$ cat src/rtl/mem_bus_bridge.sv
// mem_bus_bridge: turns the core's single-cycle data-memory access into a
// req/ack handshake toward a multi-cycle memory or bus. It stalls the MEM
// stage while an access is outstanding and bounds the wait with a timeout
// that raises a sticky error flag.
//
// Optional feature: define BRIDGE_RDATA_BYPASS_EN to forward bus_rdata
// combinationally to mem_din in the acknowledging cycle of a read. That read
// then skips the DONE cycle. Writes and timeouts still pass through DONE.
module mem_bus_bridge #(
    parameter int                    ADDR_WIDTH = 32,
    parameter int                    DATA_WIDTH = 32,
    parameter int                    TIMEOUT    = 255,
    parameter logic [DATA_WIDTH-1:0] ERR_DATA   = 32'hDEAD_BEEF
) (
    input  logic                  clk,
    input  logic                  rst_n,
    input  logic                  mem_ren,
    input  logic                  mem_wen,
    input  logic [ADDR_WIDTH-1:0] mem_addr,
    input  logic [DATA_WIDTH-1:0] mem_dout,
    output logic [DATA_WIDTH-1:0] mem_din,
    output logic                  mem_stall,
    output logic                  bus_req,
    output logic                  bus_we,
    output logic [ADDR_WIDTH-1:0] bus_addr,
    output logic [DATA_WIDTH-1:0] bus_wdata,
    input  logic [DATA_WIDTH-1:0] bus_rdata,
    input  logic                  bus_ack,
    output logic                  timeout_err
);

    typedef enum logic [1:0] {
        IDLE,
        REQ,
        DONE
    } state_t;

    // The wait counter is 8 bits wide, so TIMEOUT must lie in 1..255.
    localparam logic [7:0] TIMEOUT_CNT = 8'(TIMEOUT);

    state_t                state_q, state_d;
    logic [7:0]            cnt_q, cnt_d;
    logic                  we_q, we_d;
    logic [ADDR_WIDTH-1:0] addr_q, addr_d;
    logic [DATA_WIDTH-1:0] wdata_q, wdata_d;
    logic [DATA_WIDTH-1:0] din_q, din_d;
    logic                  err_q, err_d;
    logic                  rdata_bypass;

    // Next-state logic, captured request fields, read data and stall.
    always_comb begin
        // NOTE: every signal driven here gets a default before the case, so
        // no path can leave one unassigned and infer a latch.
        state_d      = state_q;
        cnt_d        = cnt_q;
        we_d         = we_q;
        addr_d       = addr_q;
        wdata_d      = wdata_q;
        din_d        = din_q;
        err_d        = err_q;
        mem_stall    = 1'b0;
        rdata_bypass = 1'b0;

        case (state_q)
            IDLE: begin
                if (mem_ren || mem_wen) begin
                    // Stall rises with the request itself. A write wins
                    // over a simultaneous read.
                    mem_stall = 1'b1;
                    addr_d    = mem_addr;
                    wdata_d   = mem_dout;
                    we_d      = mem_wen;
                    cnt_d     = 8'd0;
                    state_d   = REQ;
                end
            end

            REQ: begin
                mem_stall = 1'b1;
                if (bus_ack) begin
                    if (!we_q) begin
                        din_d = bus_rdata;
                    end
                    state_d = DONE;
`ifdef BRIDGE_RDATA_BYPASS_EN
                    if (!we_q) begin
                        // The read data goes straight to the core and the
                        // pipeline advances now, so DONE is skipped.
                        rdata_bypass = 1'b1;
                        mem_stall    = 1'b0;
                        state_d      = IDLE;
                    end
`endif
                end else begin
                    cnt_d = cnt_q + 8'd1;
                    if (cnt_d == TIMEOUT_CNT) begin
                        // Give up after TIMEOUT unacknowledged REQ cycles.
                        state_d = DONE;
                        err_d   = 1'b1;
                        if (!we_q) begin
                            din_d = ERR_DATA;
                        end
                    end
                end
            end

            DONE: begin
                // The pipeline advances at this edge. The core's request,
                // which is still present, is deliberately ignored.
                state_d = IDLE;
            end

            default: begin
                state_d = IDLE;
            end
        endcase
    end

    // State and datapath registers, all cleared asynchronously.
    always_ff @(posedge clk or negedge rst_n) begin
        if (!rst_n) begin
            state_q <= IDLE;
            cnt_q   <= 8'd0;
            we_q    <= 1'b0;
            addr_q  <= '0;
            wdata_q <= '0;
            din_q   <= '0;
            err_q   <= 1'b0;
        end else begin
            // NOTE: sequential state uses non-blocking assignments so every
            // register samples the pre-edge values of the others.
            state_q <= state_d;
            cnt_q   <= cnt_d;
            we_q    <= we_d;
            addr_q  <= addr_d;
            wdata_q <= wdata_d;
            din_q   <= din_d;
            err_q   <= err_d;
        end
    end

    // bus_req is decoded from the state register, so an asynchronous reset
    // drops it at once and any late ack finds the FSM already in IDLE.
    assign bus_req     = (state_q == REQ);
    assign bus_we      = we_q;
    assign bus_addr    = addr_q;
    assign bus_wdata   = wdata_q;
    assign timeout_err = err_q;
    assign mem_din     = rdata_bypass ? bus_rdata : din_q;

endmodule
$ cat config.mk
export PLATFORM = sky130hd
export DESIGN_NAME = mem_bus_bridge
export DESIGN_NICKNAME = d
export VERILOG_FILES = /design/src/rtl/mem_bus_bridge.sv
export SDC_FILE = /design/constraint.sdc
export NUM_CORES = 1
export LEC_CHECK = 0
export CAP_MARGIN = 5
export CORE_MARGIN = 2
export CORE_UTILIZATION = 46
export CTS_CLUSTER_SIZE = 20
export DETAILED_ROUTE_END_ITERATION = 7
export GPL_TIMING_DRIVEN = 0
export MAX_ROUTING_LAYER = met4
export PLACE_DENSITY = 0.87
export SYNTH_ARGS = -nofsm -noshare
export SYNTH_HDL_FRONTEND = slang
export SYNTH_SLANG_ARGS = --single-unit
export TNS_END_PERCENT = 5
$ cat constraint.sdc
create_clock -name clk -period 4.9 [get_ports clk]
set_clock_uncertainty 0.2 [all_clocks]
set_input_delay 0.98 -clock clk [delete_from_list [all_inputs] [get_ports clk]]
set_output_delay 0.98 -clock clk [all_outputs]
set_load 0.02 [all_outputs]
-- Word-level counts from Yosys, hierarchy flattened
Cells that the tools add are included.
- $add $sub $neg: 1
- reductions and logical operators: 9
- eq/ne operators: 5
- bitwise logic cells: 2
- mux-type cells: 13
- operator list (operator ; number):
    two-way mux 32 bit ; 4
    two-way mux 8 bit ; 2
    case mux 8 bit (2 select lines) ; 1
    AND reduction 3 bit ; 3
    adder 8 x 1 -> 8 bit (second input constant) ; 1
    == test 8 bit (second input constant) ; 1
    two-way mux 2 bit ; 3
    != test 2 bit (second input constant) ; 2
    case mux 2 bit (2 select lines) ; 1
    AND reduction 2 bit ; 2
    nonzero test 2 bit ; 2
    != test 3 x 1 -> 1 bit (second input constant) ; 1
    == test 2 x 1 -> 1 bit (second input constant) ; 1
    zero test 2 bit ; 1
    NOT 1 bit ; 2
    case mux 1 bit (2 select lines) ; 1
    logical OR 1 bit ; 1
    two-way mux 1 bit ; 1
- word-level logic and storage cells: 37
- input bits: 101
- output and inout port bits: 100
- bits in registers: 108

-- Depth between registers and ports, before layout
Gate-level depths: netlist (run 1).
- depth in word-level cells: 5
- depth in mapped cells: 7
- mapped depth without buffers: 5

-- Worst setup path before layout (run 1)
No wires, ideal clock.
- path kind: input to output
- start point: in mem_wen
- end point: out mem_stall
- stages: 2
- path buffers: 0
- path slack: 2420 ps
- required time: 3720 ps
- arrival: 1300 ps
- cell sequence: nor3_1 > nor2_1
- longest elaborated chain between the ends: 3
- ends and longest elaborated chain (element ; line ; RTL):
    start: declaration ; 18 ; input logic mem_wen,
    logical OR 1 bit ; 66 ; if (mem_ren || mem_wen) begin
    two-way mux 1 bit ; 66 ;
    case mux 1 bit (2 select lines) ; 64 ; case (state_q)
    end: declaration ; 22 ; output logic mem_stall,
Every way passes these cells.

-- Worst setup path after layout (run 1)
Ends and elaborated chain as after synthesis.

==> impl_metrics.csv, run 1 <==
group,metric,value,unit
final_layout,syn_to_final_growth,52.3,%
critical_path,crit_top_cell,"clkdlybuf4s50_1",
synthesis,syn-cell-area,4600,sq um
power,ir_drop,0.399,mV
final_layout,diodes,0,
critical_path,cpPeakStageDelay,610,ps
clock_tree,cts_sinks,108,
synthesis,syn_area_per_cell,12.0,sq um
route,wl_met3,778,um
timing,hold_viol_final,0,
timing,max_freq,291,MHz
grt,grt_remaining_overflow,0,
timing,setup_ws,1470,ps
critical_path,startpoint,"mem_wen",
final_layout,stdcell_area,7010,sq um
run_status,status,"finished, final reports clean",
route,top_layer,"met4",
place,port_buffers,199,
timing,period_share,70.1,%
route,drt_iter0_markers,121,
die,core_area,9730,sq um
place,dpl_cell_area,6780,sq um
synthesis,yosys-top-cells-area,"dfrtp_1 59%, mux2_2 16%, o21ai_0 4.6%",
die,start_util,47.3,%
clock_tree,clk_path_buf_depth,2,
synthesis,synth-seq-area-share,58.7,%
route,via_per_inst,5.16,
die,io_pins,201,
hold_path,hold_class,"reg -> reg",
clock_tree,hold_buffers,0,
critical_path,ff2ff_path_depth,5,
critical_path,cpLargestDelayFamily,"buffers and inverters",
synthesis,yosysUniqueCellTypes,34,
final_layout,nets,696,
critical_path,rr_endpoint,"bus_wdata[29]",
place,gp_congestion,0.835,
route,dr_wl_met2,6.33,mm
die,fp.dieH,104,um
timing,rsz0062_at_grt,"no",
grt,grt_max_degree,60,
synthesis,ys_warn_count,0,
die,die_w,104,um
final_layout,drive_gt1_share,19.9,%
clock_tree,cts.clk_slew.worst_paths,90,ps
route,drt_first_pass_iters,4,
synthesis,yosys.area.top_type,"dfrtp_1",
critical_path,worstPathRequired,3720,ps
synthesis,synth_top_cell_area_share,58.7,%
critical_path,path_depth,4,
clock_tree,cts_resized,0,
final_layout,nFillCells,702,
grt,grt_pass1_vias,4097,
critical_path,ff2ff_setup_slack,2810,ps
route,drc,0,
timing,maxSlewHeadroom,55.8,%
route,vias,3769,
critical_path,path_cells,"clkdlybuf4s50_1, nor3_1, nor2_1, clkdlybuf4s50_1",
run,cap_violations,0,
final_layout,most-common-layout-cells,"198 x clkdlybuf4s50_1, 108 x dfrtp_1, 64 x mux2_2, 42 x o21ai_0, 38 x nor2_1",
die,rows,36,
critical_path,path_class,"in -> out",
final_layout,layout_commonest_cell,"clkdlybuf4s50_1",
route,drt_wl_total,12.2,mm
grt,antenna_found_initial,0,
clock_tree,cts_setup_buffers,0,
timing,setup_violations,0,
clock_tree,cts_tree,"done",
synthesis,syn_inst,382,
route,ant_nets,0,
critical_path,cp_num_buf_inv,2,
route,post_drt_wl_per_cell,16.7,um
critical_path,rr_startpoint,"state_q[1]",
timing,worstMarginPinSlew,662,ps
timing,fin_hold_ws,290,ps
clock_tree,htreeDepth,3,
critical_path,critPathCapture,"mem_stall",
power,power_leakage,2.88,nW
clock_tree,cts_inserted_buffers,9,
route,wl_met1,4.89,mm
critical_path,critPathArrivalTime,2250,ps
critical_path,end_kind,"output pin",
critical_path,critical_path.slowest_cell,"clkdlybuf4s50_1",
synthesis,ys_ff_latch,108,
timing,fin_crit,3430,ps
clock_tree,worstSkewPairLatency,350,ps
timing,maxSlewViolCount,0,
place,pre_cts_ws,1470,ps
grt,grtUsageTotal,23.6,%
power,total_power,4.52,mW
critical_path,start_kind,"input port",
clock_tree,cts_root_buf,"clkbuf_8",
grt,grt_pass1_wl,20.0,mm
power,cellPowerDensity,645,nW/um^2
synthesis,synth_nets,485,
place,hpwl,9.21,mm
critical_path,path_max_fanout,3,
die,die-area,10800,sq um
state kept, by name (all words and copies together) (netlist names):
signal / cells
bus_addr: 32
bus_wdata: 32
bus_we: 1
cnt_q: 8
mem_din: 32
state_q: 2
timeout_err: 1
synthesized netlist by cell type, drive strengths merged:
library cell / count
dfrtp: 108
mux2: 64
o21ai: 44
nor2: 38
a21oi: 24
or3: 24
buf: 14
clkbuf: 12
a31oi: 10
inv: 10
nand2: 7
and2: 2
and3: 2
ha: 2
nand3: 2
nand4: 2
nor3: 2
nor3b: 2
o31ai: 2
or3b: 2
xnor2: 2
a21o: 1
a22o: 1
nor2b: 1
o21bai: 1
o31a: 1
or2: 1
xor2: 1
per-layer routing:
layer  GRT usage, %  up-vias
li1               -     1748
met1           27.4     1843
met2           41.4      162
met3           5.14       16
met4           6.76        0
met5              -        -
worst min path at each step:
stage / startpoint / end / cells after the start
5_1_grt: timeout_err / timeout_err / 1
2_1_floorplan: cnt_q[7] / cnt_q[7] / 1
3_3_place_gp: cnt_q[7] / cnt_q[7] / 1
6_report: timeout_err / timeout_err / 1
4_1_cts: cnt_q[7] / cnt_q[7] / 1
3_5_place_dp: timeout_err / timeout_err / 1
per-stage QoR:
step | util, % | std cells | TNS, ps
5_1_grt | 72.0 | 730 | 0
3_5_place_dp | 69.7 | 715 | 0
2_1_floorplan | - | 382 | 0
6_report | 72.0 | 730 | 0
3_3_place_gp | 69.5 | 714 | -144570
4_1_cts | 72.0 | 730 | 0
final cells by class:
type / instances / area [sq um] / share of cell area, %
clock buffers: 11 / 151 / 2.16
well taps: 133 / 166 / 2.37
repair buffers: 200 / 2020 / 28.8
inverters: 10 / 37.5 / 0.536
clock inverters: 4 / 72.6 / 1.04
plain buffers: 26 / 139 / 1.98
multi-input cells: 238 / 1720 / 24.6
flip-flops and latches: 108 / 2700 / 38.6
kinds of logic (layout without fill, tap and decap cells):
family / Yosys count / after routing / share of synthesized area, %
xor gates and xnor gates: 3 / 3 / 0.571
muxes: 64 / 64 / 15.7
and+or+nand+nor: 85 / 85 / 9.22
adders and majority gates: 2 / 2 / 0.544
DFF: 108 / 108 / 58.7
buffers and inverters: 36 / 251 / 3.83
AOI/OAI and AO/OA: 84 / 84 / 11.4
power by group:
group,leakage (nW),total [mW],switching [mW],internal [mW]
sequential,1.30,1.54,0.243,1.29
clock,0.111,0.607,0.295,0.313
combinational,1.47,2.37,1.17,1.20
total,2.88,4.52,1.71,2.81
(Power assumes the default switching activity.)
==> inputs of run 2 (changes only) <==
CORE_UTILIZATION = 38   (was 46)
PLACE_DENSITY = 0.76   (was 0.87)
clock period = 2.95 ns   (was 4.9 ns; I/O delays follow)
==> run 2 against run 1 <==
Net effect: routed wire length is 4.4% higher; global-route usage is 2.6 points lower; design area is 1.2% higher; via count is 1.6% lower; first-iteration DRC count is 82% higher; power is 71% higher; non-clock buffer count stayed put; core utilization is 12 points lower; highest routed layer unchanged; sequential share of layout area is 0.47 points lower; count of clock-buffer cells in the layout is 1 lower.
==> impl_metrics.csv, run 2 (synthesis results as in run 1) <==
group,metric,value,unit
hold_path,hold_class,"in -> async",
place,port_buffers,199,
final_layout,stdcell_count,744,
critical_path,rr_endpoint,"bus_wdata[20]",
final_layout,syn_to_final_growth,54.2,%
final_layout,diodes,0,
run_status,status,"finished, final reports clean",
critical_path,path_class,"in -> out",
die,start_util,38.6,%
grt,antenna_found_initial,0,
route,post_drt_wl_per_cell,17.1,um
critical_path,critPathArrivalTime,1870,ps
power,total_power,7.71,mW
clock_tree,cts_inserted_buffers,9,
route,dr_wl_met2,6.06,mm
timing,period_share,90.1,%
timing,fin_hold_ws,113,ps
grt,grt_max_degree,60,
grt,grt_pass1_vias,4031,
critical_path,start_kind,"input port",
route,ant_nets,0,
timing,max_freq,376,MHz
route,drt_first_pass_iters,4,
grt,grtUsageTotal,21.0,%
place,hpwl,9.56,mm
critical_path,startpoint,"mem_ren",
timing,maxSlewViolCount,0,
clock_tree,worstSkewPairLatency,350,ps
clock_tree,clk_path_buf_depth,2,
critical_path,path_max_fanout,3,
clock_tree,cts_setup_buffers,0,
route,wl_met3,1.25,mm
timing,hold_viol_final,0,
timing,setup_violations,0,
critical_path,ff2ff_setup_slack,900,ps
final_layout,layout_commonest_cell,"clkdlybuf4s50_1",
timing,worstMarginPinSlew,780,ps
critical_path,rr_startpoint,"state_q[1]",
critical_path,worstPathRequired,2160,ps
clock_tree,cts_root_buf,"clkbuf_16",
die,die_w,114,um
die,core_area,11900,sq um
final_layout,fin_util,59.6,%
critical_path,critPathCapture,"mem_stall",
place,pre_cts_ws,264,ps
clock_tree,cts_sinks,108,
place,placed_cells,729,
power,ir_drop,0.635,mV
timing,maxSlewHeadroom,48.0,%
clock_tree,cts_tree,"done",
die,rows,40,
final_layout,nFillCells,1000,
critical_path,end_kind,"output pin",
timing,rsz0062_at_grt,"no",
final_layout,drive_gt1_share,19.8,%
route,top_layer,"met4",
timing,setup_ws,292,ps
route,vias,3707,
route,drc,0,
final_layout,nets,696,
place,gp_congestion,0.856,
clock_tree,cts.clk_slew.worst_paths,70,ps
clock_tree,hold_buffers,0,
run,cap_violations,0,
die,fp.dieH,114,um
grt,grt_pass1_wl,20.5,mm
route,via_per_inst,4.98,
grt,grt_remaining_overflow,0,
critical_path,ff2ff_path_depth,5,
route,wl_met1,5.22,mm
final_layout,most-common-layout-cells,"198 x clkdlybuf4s50_1, 108 x dfrtp_1, 64 x mux2_2, 42 x o21ai_0, 38 x nor2_1",
route,drt_iter0_markers,220,
power,cellPowerDensity,1090,nW/um^2
timing,fin_crit,2660,ps
clock_tree,cts_resized,0,
route,drt_wl_total,12.7,mm
die,die-area,13000,sq um
die,io_pins,201,
power,power_leakage,2.91,nW
clock_tree,htreeDepth,3,
[run 2: power breakdown]
group          internal (mW)  switching (mW)
logic                   1.99            1.95
registers               2.15           0.405
clock network          0.659           0.546
[run 2: metrics by stage]
| stage | TNS, ps | area [sq um] |
|---|---|---|
| CTS | 0 | 7090 |
| global placement | -325520 | 6780 |
| global route | 0 | 7090 |
| detailed placement | 0 | 6800 |
| floorplan | 0 | 4600 |
| finish | 0 | 7090 |
[run 2: worst min path at each step]
stage	end	slack (ps)
finish	mem_din[4]	110
detailed placement	cnt_q[7]	270
global placement	cnt_q[7]	260
CTS	mem_din[4]	130
global route	mem_din[4]	170
floorplan	bus_addr[0]	90
[run 2: routing by layer]
layer | track usage, % | vias up
met1 | 24.4 | 1785
met5 | - | -
met2 | 33.4 | 158
met4 | 7.40 | 0
met3 | 8.24 | 13
li1 | - | 1751
[run 2: cell type report]
class	count	area [sq um]	share of cell area, %
Sequential cell	108	2700	38.1
Timing Repair Buffer	200	2020	28.4
Multi-Input combinational cell	238	1720	24.3
Clock buffer	10	229	3.23
Tap cell	147	184	2.59
Buffer	26	139	1.96
Clock inverter	5	63.8	0.899
Inverter	10	37.5	0.529
[run 2: worst max-delay path: stages]
cell and delay, ps:
clkdlybuf4s50_1 510, nor3_1 60, nor2_1 90, clkdlybuf4s50_1 620
==> inputs of run 3 (changes only) <==
CORE_UTILIZATION = 55   (was 38)
DONT_BUFFER_PORTS = 1   (was default)
PLACE_DENSITY = 0.73   (was 0.76)
==> run 3 against run 2 <==
Net effect: combinational power down 61%; worst setup slack better by 530 ps; count of clock-buffer cells in the layout unchanged; critical endpoint is now bus_wdata[16]; global-route usage up 1.3 points; the run now ends with hold timing left; clock power down 32%; core utilization up 0.45 points; critical path type is now reg -> reg; routed wire length down 20%; largest cell class unchanged; register-to-register slack worse by 80 ps.
==> impl_metrics.csv, run 3 (synthesis results as in run 1) <==
group,metric,value,unit
run_status,status,"finished with violations",
run_status,violations,"hold timing",
timing,maxSlewHeadroom,62.0,%
place,hpwl,7.36,mm
final_layout,syn_to_final_growth,6.64,%
clock_tree,cts_sinks,108,
route,vias,2924,
clock_tree,cts_inserted_buffers,9,
grt,grt_remaining_overflow,0,
final_layout,drive_gt1_share,29.2,%
critical_path,rr_startpoint,"state_q[1]",
critical_path,critPathCapture,"bus_wdata[16]",
clock_tree,cts_tree,"done",
place,port_buffers,0,
die,rows,33,
critical_path,path_class,"reg -> reg",
timing,fin_setup_tns,0,ps
grt,grt_pass1_vias,2982,
power,ir_drop,0.586,mV
timing,maxSlewViolCount,0,
critical_path,path_depth,5,
clock_tree,cts_setup_buffers,0,
clock_tree,worstSkewPairLatency,360,ps
place,pre_cts_ws,715,ps
timing,setup_violations,0,
clock_tree,cts_resized,0,
clock_tree,cts.clk_slew.worst_paths,110,ps
critical_path,crit_top_cell,"buf_2",
critical_path,start_kind,"flop",
clock_tree,cts_root_buf,"clkbuf_8",
critical_path,critical_path.slowest_cell,"dfrtp_1",
route,drt_first_pass_iters,4,
timing,hold_viol_final,108,
die,fp.dieH,95.5,um
final_layout,fin_util,60.0,%
route,drt_iter0_markers,141,
timing,period_share,72.3,%
grt,grtUsageTotal,22.4,%
route,ant_nets,0,
critical_path,startpoint,"state_q[1]",
timing,fin_hold_ws,-293,ps
critical_path,critPathArrivalTime,2170,ps
die,core_area,8180,sq um
critical_path,end_kind,"flop",
critical_path,path_cells,"buf_2, nor3_1, buf_2, buf_2, mux2_2",
power,total_power,5.85,mW
grt,grt_max_degree,109,
grt,antenna_found_initial,0,
critical_path,ff2ff_path_depth,5,
clock_tree,clk_path_buf_depth,2,
critical_path,cp_num_buf_inv,3,
critical_path,ff2ff_setup_slack,820,ps
final_layout,diodes,0,
die,io_pins,201,
die,die_w,95.5,um
clock_tree,htreeDepth,3,
timing,setup_ws,818,ps
grt,grt_pass1_wl,14.9,mm
power,power_leakage,2.07,nW
final_layout,nets,496,
critical_path,path_max_fanout,10,
critical_path,cpPeakStageDelay,370,ps
timing,worstMarginPinSlew,570,ps
route,drt_wl_total,10.1,mm
timing,max_freq,469,MHz
route,post_drt_wl_per_cell,20.1,um
timing,fin_crit,2130,ps
final_layout,nFillCells,675,
critical_path,cpLargestDelayFamily,"buffers and inverters",
final_layout,most-common-layout-cells,"108 x dfrtp_1, 64 x mux2_2, 42 x o21ai_0, 38 x nor2_1, 24 x or3_1",
timing,rsz0062_at_grt,"no",
route,drc,0,
run,cap_violations,0,
die,start_util,56.3,%
power,cellPowerDensity,1190,nW/um^2
route,via_per_inst,5.82,
die,die-area,9110,sq um
final_layout,layout_commonest_cell,"dfrtp_1",
final_layout,multi_input_area,1720,sq um
hold_path,hold_class,"in -> async",
critical_path,worstPathRequired,2990,ps
place,gp_congestion,0.765,
final_layout,area.sequential,2700,sq um
critical_path,rr_endpoint,"bus_wdata[16]",
-- run 3: cell types whose count changed in the layout (fill, tap and decap cells not counted) --
| cell | delta |
|---|---|
| buf_16 | -1 |
| buf_4 | -1 |
| bufinv_16 | -1 |
| clkbuf_16 | -9 |
| clkbuf_8 | +9 |
| clkdlybuf4s50_1 | -198 |
| clkinvlp_4 | -1 |
| inv_6 | +1 |
| inv_8 | +1 |
-- run 3: cell type report --
type                            count  share of cell area, %
Tap cell                          105                   2.68
Inverter                           10                  0.765
Clock inverter                      5                  0.944
Sequential cell                   108                   55.1
Buffer                             26                   2.83
Multi-Input combinational cell    238                   35.1
Clock buffer                       10                   2.60
-- run 3: worst min path at each step --
stage,end,startpoint
floorplan,bus_addr[0],rst_n
global placement,mem_din[4],rst_n
detailed placement,mem_din[4],rst_n
CTS,mem_din[4],rst_n
global route,mem_din[4],rst_n
finish,mem_din[4],rst_n
-- run 3: report_power, final --
| part | total (mW) | switching (mW) | internal (mW) |
|---|---|---|---|
| Combinational | 1.54 | 0.736 | 0.802 |
| Clock | 0.819 | 0.502 | 0.317 |
| Sequential | 3.49 | 1.35 | 2.14 |
| Total | 5.85 | 2.59 | 3.26 |
-- run 3: per-stage QoR --
step	std cells	area (sq um)	hold WS [ps]
2_1_floorplan	382	4600	94.4
3_3_place_gp	487	4730	97.7
3_5_place_dp	487	4730	96.5
4_1_cts	502	4910	-311
5_1_grt	502	4910	-329
6_report	502	4910	-293
-- run 3: worst register-to-register path, delay by kind of cell (launching register included) --
family | cells | cell delay [ps]
multiplexers | 1 | 370
AND/OR/NAND/NOR | 1 | 300
buffers and inverters | 3 | 760
flip-flops | 1 | 370
-- run 3: per-layer routing --
metal | global-route usage (%) | vias to the layer above | share of wire [%]
met2 | 36.3 | 134 | 50
li1 | - | 1353 | -
met5 | - | - | 0
met4 | 8.10 | 0 | 1.3
met1 | 25.2 | 1426 | 38
met3 | 8.77 | 11 | 11
